$ cat src/rtl/frame_read_arbiter.sv
// frame_read_arbiter
//   Routes the frame-buffer read port to one of N_CH image consumers. The
//   owning channel is chosen from a synchronised, debounced sel input and can
//   only change between frames. After each frame (or an aborted one) the SDRAM
//   read address is rewound and the owning channel gets a frame_done pulse.
//   A read that stalls for TIMEOUT cycles aborts the frame and sets a sticky
//   timeout_err.
// Ports
//   clk, rst         clock; asynchronous active-low reset
//   sel              requested channel (asynchronous source)
//   sdram_dout       pixel read data
//   sdram_rd_vld     one pixel per high cycle
//   sdram_ready      a full frame is available (level)
//   sdram_rd_req     read request, follows the owning channel's request
//   sdram_clr_addr   1-cycle rewind pulse at the end of a frame
//   ch_din           pixel data shared by all channels (zero outside a frame)
//   ch_en            one-hot owner of the frame in progress
//   ch_rd_req        per-channel read requests
//   ch_rd_ack        per-channel data-valid strobes
//   ch_frame_done    1-cycle pulse to the owner when the frame ends
//   active_ch        index of the granted channel
//   timeout_err      sticky stall flag, cleared only by reset
module frame_read_arbiter #(
  parameter int N_CH         = 2,
  parameter int DW           = 16,
  parameter int FRAME_PIXELS = 76800,
  parameter int SEL_STABLE   = 4,
  parameter int TIMEOUT      = 1024,
  localparam int SELW        = (N_CH > 1) ? $clog2(N_CH) : 1
) (
  input  logic            clk,
  input  logic            rst,
  input  logic [SELW-1:0] sel,
  input  logic [DW-1:0]   sdram_dout,
  input  logic            sdram_rd_vld,
  input  logic            sdram_ready,
  output logic            sdram_rd_req,
  output logic            sdram_clr_addr,
  output logic [DW-1:0]   ch_din,
  output logic [N_CH-1:0] ch_en,
  input  logic [N_CH-1:0] ch_rd_req,
  output logic [N_CH-1:0] ch_rd_ack,
  output logic [N_CH-1:0] ch_frame_done,
  output logic [SELW-1:0] active_ch,
  output logic            timeout_err
);

  localparam int CNTW  = $clog2(FRAME_PIXELS);
  localparam int WAITW = (TIMEOUT > 1) ? $clog2(TIMEOUT) : 1;
  localparam int STBW  = $clog2(SEL_STABLE + 1);

  localparam logic [1:0] S_IDLE  = 2'd0;
  localparam logic [1:0] S_GRANT = 2'd1;
  localparam logic [1:0] S_CLEAR = 2'd2;

  localparam logic [N_CH-1:0] ONE_HOT0 = {{(N_CH-1){1'b0}}, 1'b1};

  // sel synchroniser and debounce
  logic [SELW-1:0] sync1_q, sync2_q;
  logic [SELW-1:0] cand_q, cand_d;
  logic [STBW-1:0] hold_q, hold_d;
  logic [SELW-1:0] sel_q, sel_d;

  // frame control
  logic [1:0]       state_q, state_d;
  logic [SELW-1:0]  active_q, active_d;
  logic [CNTW-1:0]  pix_q, pix_d;
  logic [WAITW-1:0] wait_q, wait_d;
  logic             err_q, err_d;

  logic             req_act;
  logic [N_CH-1:0]  owner_oh;

  // hold_q counts consecutive cycles the synced value has matched cand_q,
  // including the current one, saturating at SEL_STABLE. Out-of-range
  // requests never reach sel_q.
  always_comb begin
    cand_d = sync2_q;
    if (sync2_q == cand_q) begin
      hold_d = (hold_q == STBW'(SEL_STABLE)) ? hold_q : hold_q + STBW'(1);
    end else begin
      hold_d = STBW'(1);
    end
    sel_d = sel_q;
    if (hold_d == STBW'(SEL_STABLE) && int'(sync2_q) < N_CH) begin
      sel_d = sync2_q;
    end
  end

  always_ff @(posedge clk or negedge rst) begin
    if (!rst) begin
      sync1_q <= '0;
      sync2_q <= '0;
      cand_q  <= '0;
      hold_q  <= '0;
      sel_q   <= '0;
    end else begin
      sync1_q <= sel;
      sync2_q <= sync1_q;
      cand_q  <= cand_d;
      hold_q  <= hold_d;
      sel_q   <= sel_d;
    end
  end

  assign req_act  = ch_rd_req[active_q];
  assign owner_oh = ONE_HOT0 << active_q;

  always_comb begin
    state_d  = state_q;
    active_d = active_q;
    pix_d    = pix_q;
    wait_d   = wait_q;
    err_d    = err_q;
    case (state_q)
      S_IDLE: begin
        active_d = sel_q;
        wait_d   = '0;
        if (sdram_ready) begin
          state_d = S_GRANT;
        end
      end
      S_GRANT: begin
        // a vld on the expiry cycle wins over the timeout
        if (sdram_rd_vld) begin
          pix_d  = pix_q + CNTW'(1);
          wait_d = '0;
          if (pix_q == CNTW'(FRAME_PIXELS - 1)) begin
            state_d = S_CLEAR;
          end
        end else if (req_act) begin
          if (wait_q == WAITW'(TIMEOUT - 1)) begin
            err_d   = 1'b1;
            wait_d  = '0;
            state_d = S_CLEAR;
          end else begin
            wait_d = wait_q + WAITW'(1);
          end
        end else begin
          wait_d = '0;
        end
      end
      S_CLEAR: begin
        pix_d   = '0;
        wait_d  = '0;
        state_d = S_IDLE;
      end
      default: begin
        state_d = S_IDLE;
      end
    endcase
  end

  always_ff @(posedge clk or negedge rst) begin
    if (!rst) begin
      state_q  <= S_IDLE;
      active_q <= '0;
      pix_q    <= '0;
      wait_q   <= '0;
      err_q    <= 1'b0;
    end else begin
      state_q  <= state_d;
      active_q <= active_d;
      pix_q    <= pix_d;
      wait_q   <= wait_d;
      err_q    <= err_d;
    end
  end

  always_comb begin
    sdram_rd_req   = 1'b0;
    sdram_clr_addr = 1'b0;
    ch_din         = '0;
    ch_en          = '0;
    ch_rd_ack      = '0;
    ch_frame_done  = '0;
    if (state_q == S_GRANT) begin
      sdram_rd_req = req_act;
      ch_din       = sdram_dout;
      ch_en        = owner_oh;
      ch_rd_ack    = sdram_rd_vld ? owner_oh : '0;
    end
    if (state_q == S_CLEAR) begin
      sdram_clr_addr = 1'b1;
      ch_frame_done  = owner_oh;
    end
  end

  assign active_ch   = active_q;
  assign timeout_err = err_q;

endmodule

$ cat config.mk
export PLATFORM = sky130hd
export DESIGN_NAME = frame_read_arbiter
export DESIGN_NICKNAME = d
export VERILOG_FILES = /design/src/rtl/frame_read_arbiter.sv
export SDC_FILE = /design/constraint.sdc
export NUM_CORES = 1
export LEC_CHECK = 0
export CAP_MARGIN = 10
export CORE_MARGIN = 4
export CORE_UTILIZATION = 45
export DETAILED_ROUTE_END_ITERATION = 6
export PLACE_DENSITY = 0.73
export SLEW_MARGIN = 20
export SYNTH_ARGS = -nofsm -noshare
export SYNTH_HDL_FRONTEND = slang
export SYNTH_SLANG_ARGS = --single-unit
$ cat constraint.sdc
create_clock -name clk -period 4.45 [get_ports clk]
set_input_delay 1.1125 -clock clk [delete_from_list [all_inputs] [get_ports clk]]
set_output_delay 1.1125 -clock clk [all_outputs]
set_load 0.01 [all_outputs]
=== Word-level counts from Yosys, hierarchy flattened ===
Cells that the tools add are included.

* Add/sub/neg operators: 3
* Magnitude comparators: 1
* Equality and inequality tests: 12
* Shift-type cells: 1
* Mux-type cells: 23
* Bitwise gates (word level): 1
* Reductions and logical operators: 7

{| class="wikitable"
|+ Operators with widths
! operator !! count
|-
| 17-bit one-hot mux with 2 select lines || 1
|-
| 10-bit 2-to-1 mux || 3
|-
| 10-bit one-hot mux with 2 select lines || 1
|-
| 2-bit 2-to-1 mux || 9
|-
| 17-bit by 1-bit adder with 17-bit output (second input constant) || 1
|-
| 17-bit equality test (second input constant) || 1
|-
| 17-bit 2-to-1 mux || 1
|-
| 16-bit 2-to-1 mux || 1
|-
| 10-bit by 1-bit adder with 10-bit output (second input constant) || 1
|-
| 10-bit equality test (second input constant) || 1
|-
| 3-bit inequality test (second input constant) || 3
|-
| 4-bit AND reduction || 2
|-
| 3-bit equality test (second input constant) || 2
|-
| 3-bit 2-to-1 mux || 2
|-
| 1-bit 2-to-1 mux || 4
|-
| 2-bit inequality test (second input constant) || 2
|-
| 2-bit one-hot mux with 2 select lines || 1
|-
| 2-bit nonzero test || 2
|-
| 3-bit by 1-bit adder with 3-bit output (second input constant) || 1
|-
| 2-bit by 1-bit equality test with 1-bit output (second input constant) || 1
|-
| 2-bit equality test (second input constant) || 1
|-
| 2-bit zero test || 1
|-
| 1-bit by 2-bit < comparator with 1-bit output (second input constant) || 1
|-
| 2-bit AND reduction || 1
|-
| other kinds (4) || 4
|}

* Register bits after elaboration: 38
* Input port bits: 23
* Output and inout port bits: 26
* Word-level logic and storage cells: 58

=== Depth between registers and ports, before layout ===
Gate-level depths: netlist of run 1.

* Depth in word-level cells: 5
* Depth in mapped cells: 6
* Depth with buffers taken out: 6

=== Worst setup path after synthesis of run 1 ===
OpenSTA, ideal clock, no wires.

* Path type: input to output
* Start: input port sdram_rd_vld
* End: output port ch_rd_ack[1]
* Data arrival time: 1.583 ns
* Required time: 3.338 ns
* Path slack: 1.755 ns
* Stages on the path: 3
* Path buffers: 1
* Path through: and3b_1 buf_6 and2_1

* Longest elaborated chain between the ends: 2

{| class="wikitable"
|+ Ends and longest elaborated chain
! what !! line !! RTL
|-
| from (decl) || 35 || <nowiki>input logic sdram_rd_vld,</nowiki>
|-
| 2-bit 2-to-1 mux || 181 || <nowiki>ch_rd_ack = sdram_rd_vld ? owner_oh : '0;</nowiki>
|-
| 2-bit 2-to-1 mux || 177 || <nowiki>if (state_q == S_GRANT) begin</nowiki>
|-
| to (decl) || 42 || <nowiki>output logic [N_CH-1:0] ch_rd_ack,</nowiki>
|}

No other way between the ends.

=== Worst setup path in the final report of run 1 ===
* Start: input port sdram_rd_vld
* End: output port ch_rd_ack[0]

The elaborated chain is that of the path after synthesis.

==> results.toml, run 1 <==
[critical_path]
critPathLaunchType = "primary input"
critPathArrivalTime_ns = 2.76
critical_path_buf_inv_count = 2
crit_path_frequent_cell = "clkdlybuf4s50_1"
worstReg2RegStart = "pix_q[12]"
rr_worst_depth = 4
crit_type = "in -> out"
critPathTopFamily = "buffers and inverters"
worstPathRequired_ns = 3.34
worst-path-max-fanout = 12
max_stage_delay_ns = 0.56
cp-startpoint = "sdram_rd_vld"
cpMaxStageDelayCell = "clkdlybuf4s50_1"
cp.depth = 4
crit_path_end_kind = "output port"
critPathCapture = "ch_rd_ack[0]"
worstPathCellList = "clkdlybuf4s50_1, nand3b_1, nor2_1, clkdlybuf4s50_1"
rrSetupSlack_ns = 2.45
r2r-end = "state_q[0]"

[power]
ir_drop_uv = 298
powerDensity_nw_per_um2 = 442
p_leak_nw = 1.16

[cells_and_area]
antenna_cells = 0
fillCellCount = 374
ff_latch_area_um2 = 951
nets = 292
fin_util_pct = 60.4
drive_above_1_share_pct = 6.77
area_growth_pct = 29.6
multi_input_area_um2 = 1040

[drt]
routed_wl_um = 4440
detail-route-antenna-nets = 0
first_iter_violations = 90
vias_per_cell = 5.39
vias = 1715
wl_per_cell_um = 14.0
drt_first_pass_iters = 4
drc = 0

[timing]
rsz0062_at_grt = "false"
final.period_utilization_pct = 87.0
slew_violations = 0
max-slew-margin-rel_pct = 43.1
tightestPinTransition_ns = 0.852
skew_ns = 0.0120
final.setup.tns_ns = 0
setup_viol = 0
achievable-frequency_mhz = 258
fin_crit_ns = 3.87
hold_viol_final = 0

[clock_tree]
cts_resized = 0
insertion_delay_ns = 0.30
postCtsHoldBufs = 0
cts_tree = "yes"
h-tree-depth = 2
cts.sinks = 38
root_buffer = "clkbuf_8"
post_cts_buffers = 0
cts_made_buffers = 5
clkSlewWorstSetupHoldPaths_ns = 0.06
cts_buffer_depth = 2

[logic_synthesis]
syn_area_um2 = 2040
syn-mean-instance-area_um2 = 9.47
yosysTopAreaCell = "dfrtp_1"
synth_area_leaders = "dfrtp_1, and2_1, nand2_1, nor2_1, o21ai_0"
synth_ff_type = "dfrtp_1"
yosysTopAreaCellShare_pct = 46.5
synth_cell_type_count = 43
yosys_warnings = 0
synth-edff-count = 0
synth_cells = 216
syn_nets = 243
seq_area_frac_synth_pct = 46.5
synth_seq_cells = 38
async_reset_ff_share_pct = 100

[placed_design]
io_buffers = 48
place_congestion = 0.815
dp_hpwl_um = 3280

[global_route]
antenna_found_initial = 0
gr-usage-all-layers_pct = 16.6
grt_pass1_vias = 1573
grt_overflow = 0
grt_max_degree = 39
grt_pass1_wl_um = 7260

[floorplan]
num_rows = 24
die_x_um = 75.4
die-area_um2 = 5690
dieHeight_um = 75.4
ios = 49
start_util_pct = 46.6
coreArea_um2 = 4380

[flow_run]
max_cap_viol_count = 0

[worst_hold_path]
hold_class = "reg -> reg"

[status]
status = "finished, final reports clean"
[layer usage]
| layer | vias to the layer above | global-route usage (%) | part of all wire [%] |
|---|---|---|---|
| met1 | 807 | 23.0 | 48 |
| li1 | 870 | - | - |
| met3 | 7 | 4.35 | 3.5 |
| met4 | 0 | 5.83 | 1.1 |
| met5 | - | 0 | 0 |
| met2 | 31 | 25.2 | 47 |
[layout make-up]
type / count / share of cell area (%)
sequential: 38 / 35.9
clock inverter: 1 / 0.189
clock buffer: 7 / 3.26
multi-input combinational: 165 / 39.1
tap: 52 / 2.46
inverter: 6 / 0.850
timing repair buffer: 49 / 18.2
[report_power, final]
group / switching [W] / internal (W) / total [W]
sequential: 0.0000637 / 0.000394 / 0.000458
combinational: 0.000222 / 0.000245 / 0.000467
clock: 0.000120 / 0.000125 / 0.000245
total: 0.000406 / 0.000764 / 0.00117
[layout by cell type, fill, tap and decap left out, drive strengths merged, types with 3 or more instances in the layout]
| master | instances |
|---|---|
| clkdlybuf4s50 | 47 |
| dfrtp | 38 |
| nand2 | 27 |
| and2 | 21 |
| nor2 | 16 |
| o21ai | 11 |
| nand3 | 10 |
| nand4 | 9 |
| o31ai | 8 |
| nor3 | 7 |
| clkbuf | 7 |
| inv | 6 |
| xnor2 | 5 |
| mux2i | 5 |
| ha | 4 |
| nor2b | 3 |
| or3 | 3 |
| a22o | 3 |
| a31o | 3 |
| nand2b | 3 |
[synth_stat cells, types with 3 or more instances]
cell type   n
a31o_2      3
nand3_1    10
nor3_1      7
or3_1       3
mux2i_1     5
nor2_1     16
and2_1     21
xnor2_1     5
inv_1       6
clkbuf_1    5
o31ai_1     7
a22o_1      3
ha_1        4
dfrtp_1    38
o21ai_0    11
nand2_1    27
nor2b_1     3
nand4_1     8
[logic make-up (layout without fill, tap and decap cells)]
logic type / after synthesis / in the layout / synth area share [%]
compound gates: 37 / 37 / 12.8
xor+xnor: 6 / 6 / 2.57
fa+ha+maj: 4 / 4 / 2.45
buf+inv: 13 / 63 / 2.81
flops: 38 / 38 / 46.5
mux: 7 / 7 / 3.55
simple gates: 111 / 111 / 29.3
[worst min-delay path by stage]
stage | depth (start not counted) | from | end
5_1_grt | 0 | sync1_q | cand_d
4_1_cts | 0 | sync1_q | cand_d
3_3_place_gp | 0 | sync1_q | cand_d
6_report | 0 | sync1_q | cand_d
2_1_floorplan | 0 | sync1_q | cand_d
3_5_place_dp | 0 | sync1_q | cand_d
[worst register-to-register path: stages (launching register included)]
cell      delay (ns)
dfrtp_1         0.43
or4b_1          0.52
or4b_1          0.49
o31ai_2         0.24
o311ai_0        0.18
[metrics by stage]
stage          hold slack [ns]  instance area [µm²]  setup WS [ns]  instances  total power [W]
6_report                 0.348                 2650          0.576        318          0.00117
5_1_grt                  0.365                 2650          0.396        318          0.00126
4_1_cts                  0.350                 2650          0.563        318          0.00118
3_5_place_dp             0.335                 2560          0.552        310         0.000938
3_3_place_gp             0.332                 2560          0.560        310         0.000930
2_1_floorplan            0.331                 2040           1.75        216         0.000712
[flip-flops by register name, summed over array words and instances, names as in the netlist, 2 cells and up]
register / cells
hold_q: 3
pix_q: 17
state_q: 2
wait_q: 10
(Power assumes the default switching activity.)
==> inputs of run 2 (changes only) <==
ABC_AREA = 0   (was unset)
==> results of run 2 <==
Final layout, timing and power as in run 1 (identical DEF).
==> inputs of run 3 (changes only) <==
CORE_UTILIZATION = 50   (was 45)
PLACE_DENSITY = 0.8   (was 0.73)
==> results.toml, run 3 (synthesis results as in run 1) <==
[timing]
fin_crit_ns = 3.70
final.setup.tns_ns = 0
skew_ns = 0.00803
final.period_utilization_pct = 83.2
max-slew-margin-rel_pct = 39.5
hold_viol_final = 0
setup_viol = 0
achievable-frequency_mhz = 270
whs_ns = 0.394
slew_violations = 0
rsz0062_at_grt = "false"
tightestPinTransition_ns = 0.905

[cells_and_area]
largest_reg_flops = 17
largest_register = "pix_q"
final_common_cell = "clkdlybuf4s50_1"
fillCellCount = 320
drive_above_1_share_pct = 7.14
nets = 293
fin_cells = 314
final_cell_mix = "clkdlybuf4s50_1, dfrtp_1, nand2_1, and2_1, nor2_1"
reg_top3 = "pix_q: 17 flops, wait_q: 10 flops, hold_q: 3 flops"
antenna_cells = 0
area_growth_pct = 29.1
fin_util_pct = 69.5

[drt]
wl_per_cell_um = 15.1
vias = 1739
drc = 0
detail-route-antenna-nets = 0
drt_first_pass_iters = 4
vias_per_cell = 5.54
first_iter_violations = 135
routed_wl_um = 4750

[power]
power_w = 0.00116
ir_drop_uv = 262
powerDensity_nw_per_um2 = 439
p_leak_nw = 1.16

[critical_path]
crit_path_end_kind = "output port"
critPathLaunchType = "primary input"
r2r-end = "state_q[0]"
rrSetupSlack_ns = 2.43
cp-startpoint = "sdram_rd_vld"
critPathArrivalTime_ns = 2.59
worst-path-max-fanout = 12
critPathCapture = "ch_rd_ack[0]"
worstReg2RegStart = "pix_q[12]"
crit_type = "in -> out"
worstPathRequired_ns = 3.34
rr_worst_depth = 4

[global_route]
grt_max_degree = 39
grt_pass1_vias = 1608
gr-usage-all-layers_pct = 19.1
grt_overflow = 0
grt_pass1_wl_um = 7780
antenna_found_initial = 0

[floorplan]
dieHeight_um = 71.9
start_util_pct = 53.8
coreArea_um2 = 3800
ios = 49
die-area_um2 = 5180
num_rows = 22
die_x_um = 71.9

[placed_design]
place_congestion = 0.810
dp_cells = 307
dp_hpwl_um = 3530
io_buffers = 48

[clock_tree]
root_buffer = "clkbuf_8"
post_cts_buffers = 0
cts.sinks = 38
postCtsHoldBufs = 0
cts_resized = 0
cts_made_buffers = 5
cts_tree = "yes"
clkSlewWorstSetupHoldPaths_ns = 0.08
insertion_delay_ns = 0.29
h-tree-depth = 2
cts_buffer_depth = 2

[flow_run]
max_cap_viol_count = 0

[worst_hold_path]
hold_class = "reg -> reg"

[status]
status = "finished, final reports clean"
## run 3: critical path, cell delays in order
cell	delay (ns)
clkdlybuf4s50_1	0.56
nand3b_1	0.09
buf_4	0.18
nor2_1	0.09
clkdlybuf4s50_1	0.56
## run 3: metal layers
metal	vias up	part of all wire [%]	track usage, %
li1	875	-	-
met1	817	47	27.6
met2	42	47	29.0
met3	5	4.7	3.88
met4	0	1.2	5.64
met5	-	0	0
## run 3: worst min path at each step
stage | depth (start not counted) | slack, ns | to | start
6_report | 0 | 0.39 | cand_d | sync1_q
3_3_place_gp | 0 | 0.36 | cand_d | sync1_q
2_1_floorplan | 0 | 0.33 | cand_d | sync1_q
4_1_cts | 0 | 0.41 | cand_d | sync1_q
3_5_place_dp | 0 | 0.39 | cand_d | sync1_q
5_1_grt | 0 | 0.42 | cand_d | sync1_q
## run 3: final cells by class
type,instances,area (µm²),area share (%)
Clock buffer,5,68.8,2.61
Inverter,6,22.5,0.853
Clock inverter,2,10.0,0.379
Tap cell,48,60.1,2.28
Timing Repair Buffer,50,490,18.6
Sequential cell,38,951,36.0
Multi-Input combinational cell,165,1040,39.3
## run 3: power by group
part           internal [W]  total, W  switching [W]
Sequential         0.000394  0.000461      0.0000661
Clock              0.000105  0.000222       0.000117
Combinational      0.000248  0.000475       0.000226
## run 3: metrics by stage
| step | instance area (µm²) | setup WS, ns |
|---|---|---|
| 2_1_floorplan | 2040 | 1.75 |
| 5_1_grt | 2640 | 0.682 |
| 3_5_place_dp | 2560 | 0.759 |
| 6_report | 2640 | 0.747 |
| 4_1_cts | 2640 | 0.757 |
| 3_3_place_gp | 2560 | 0.755 |
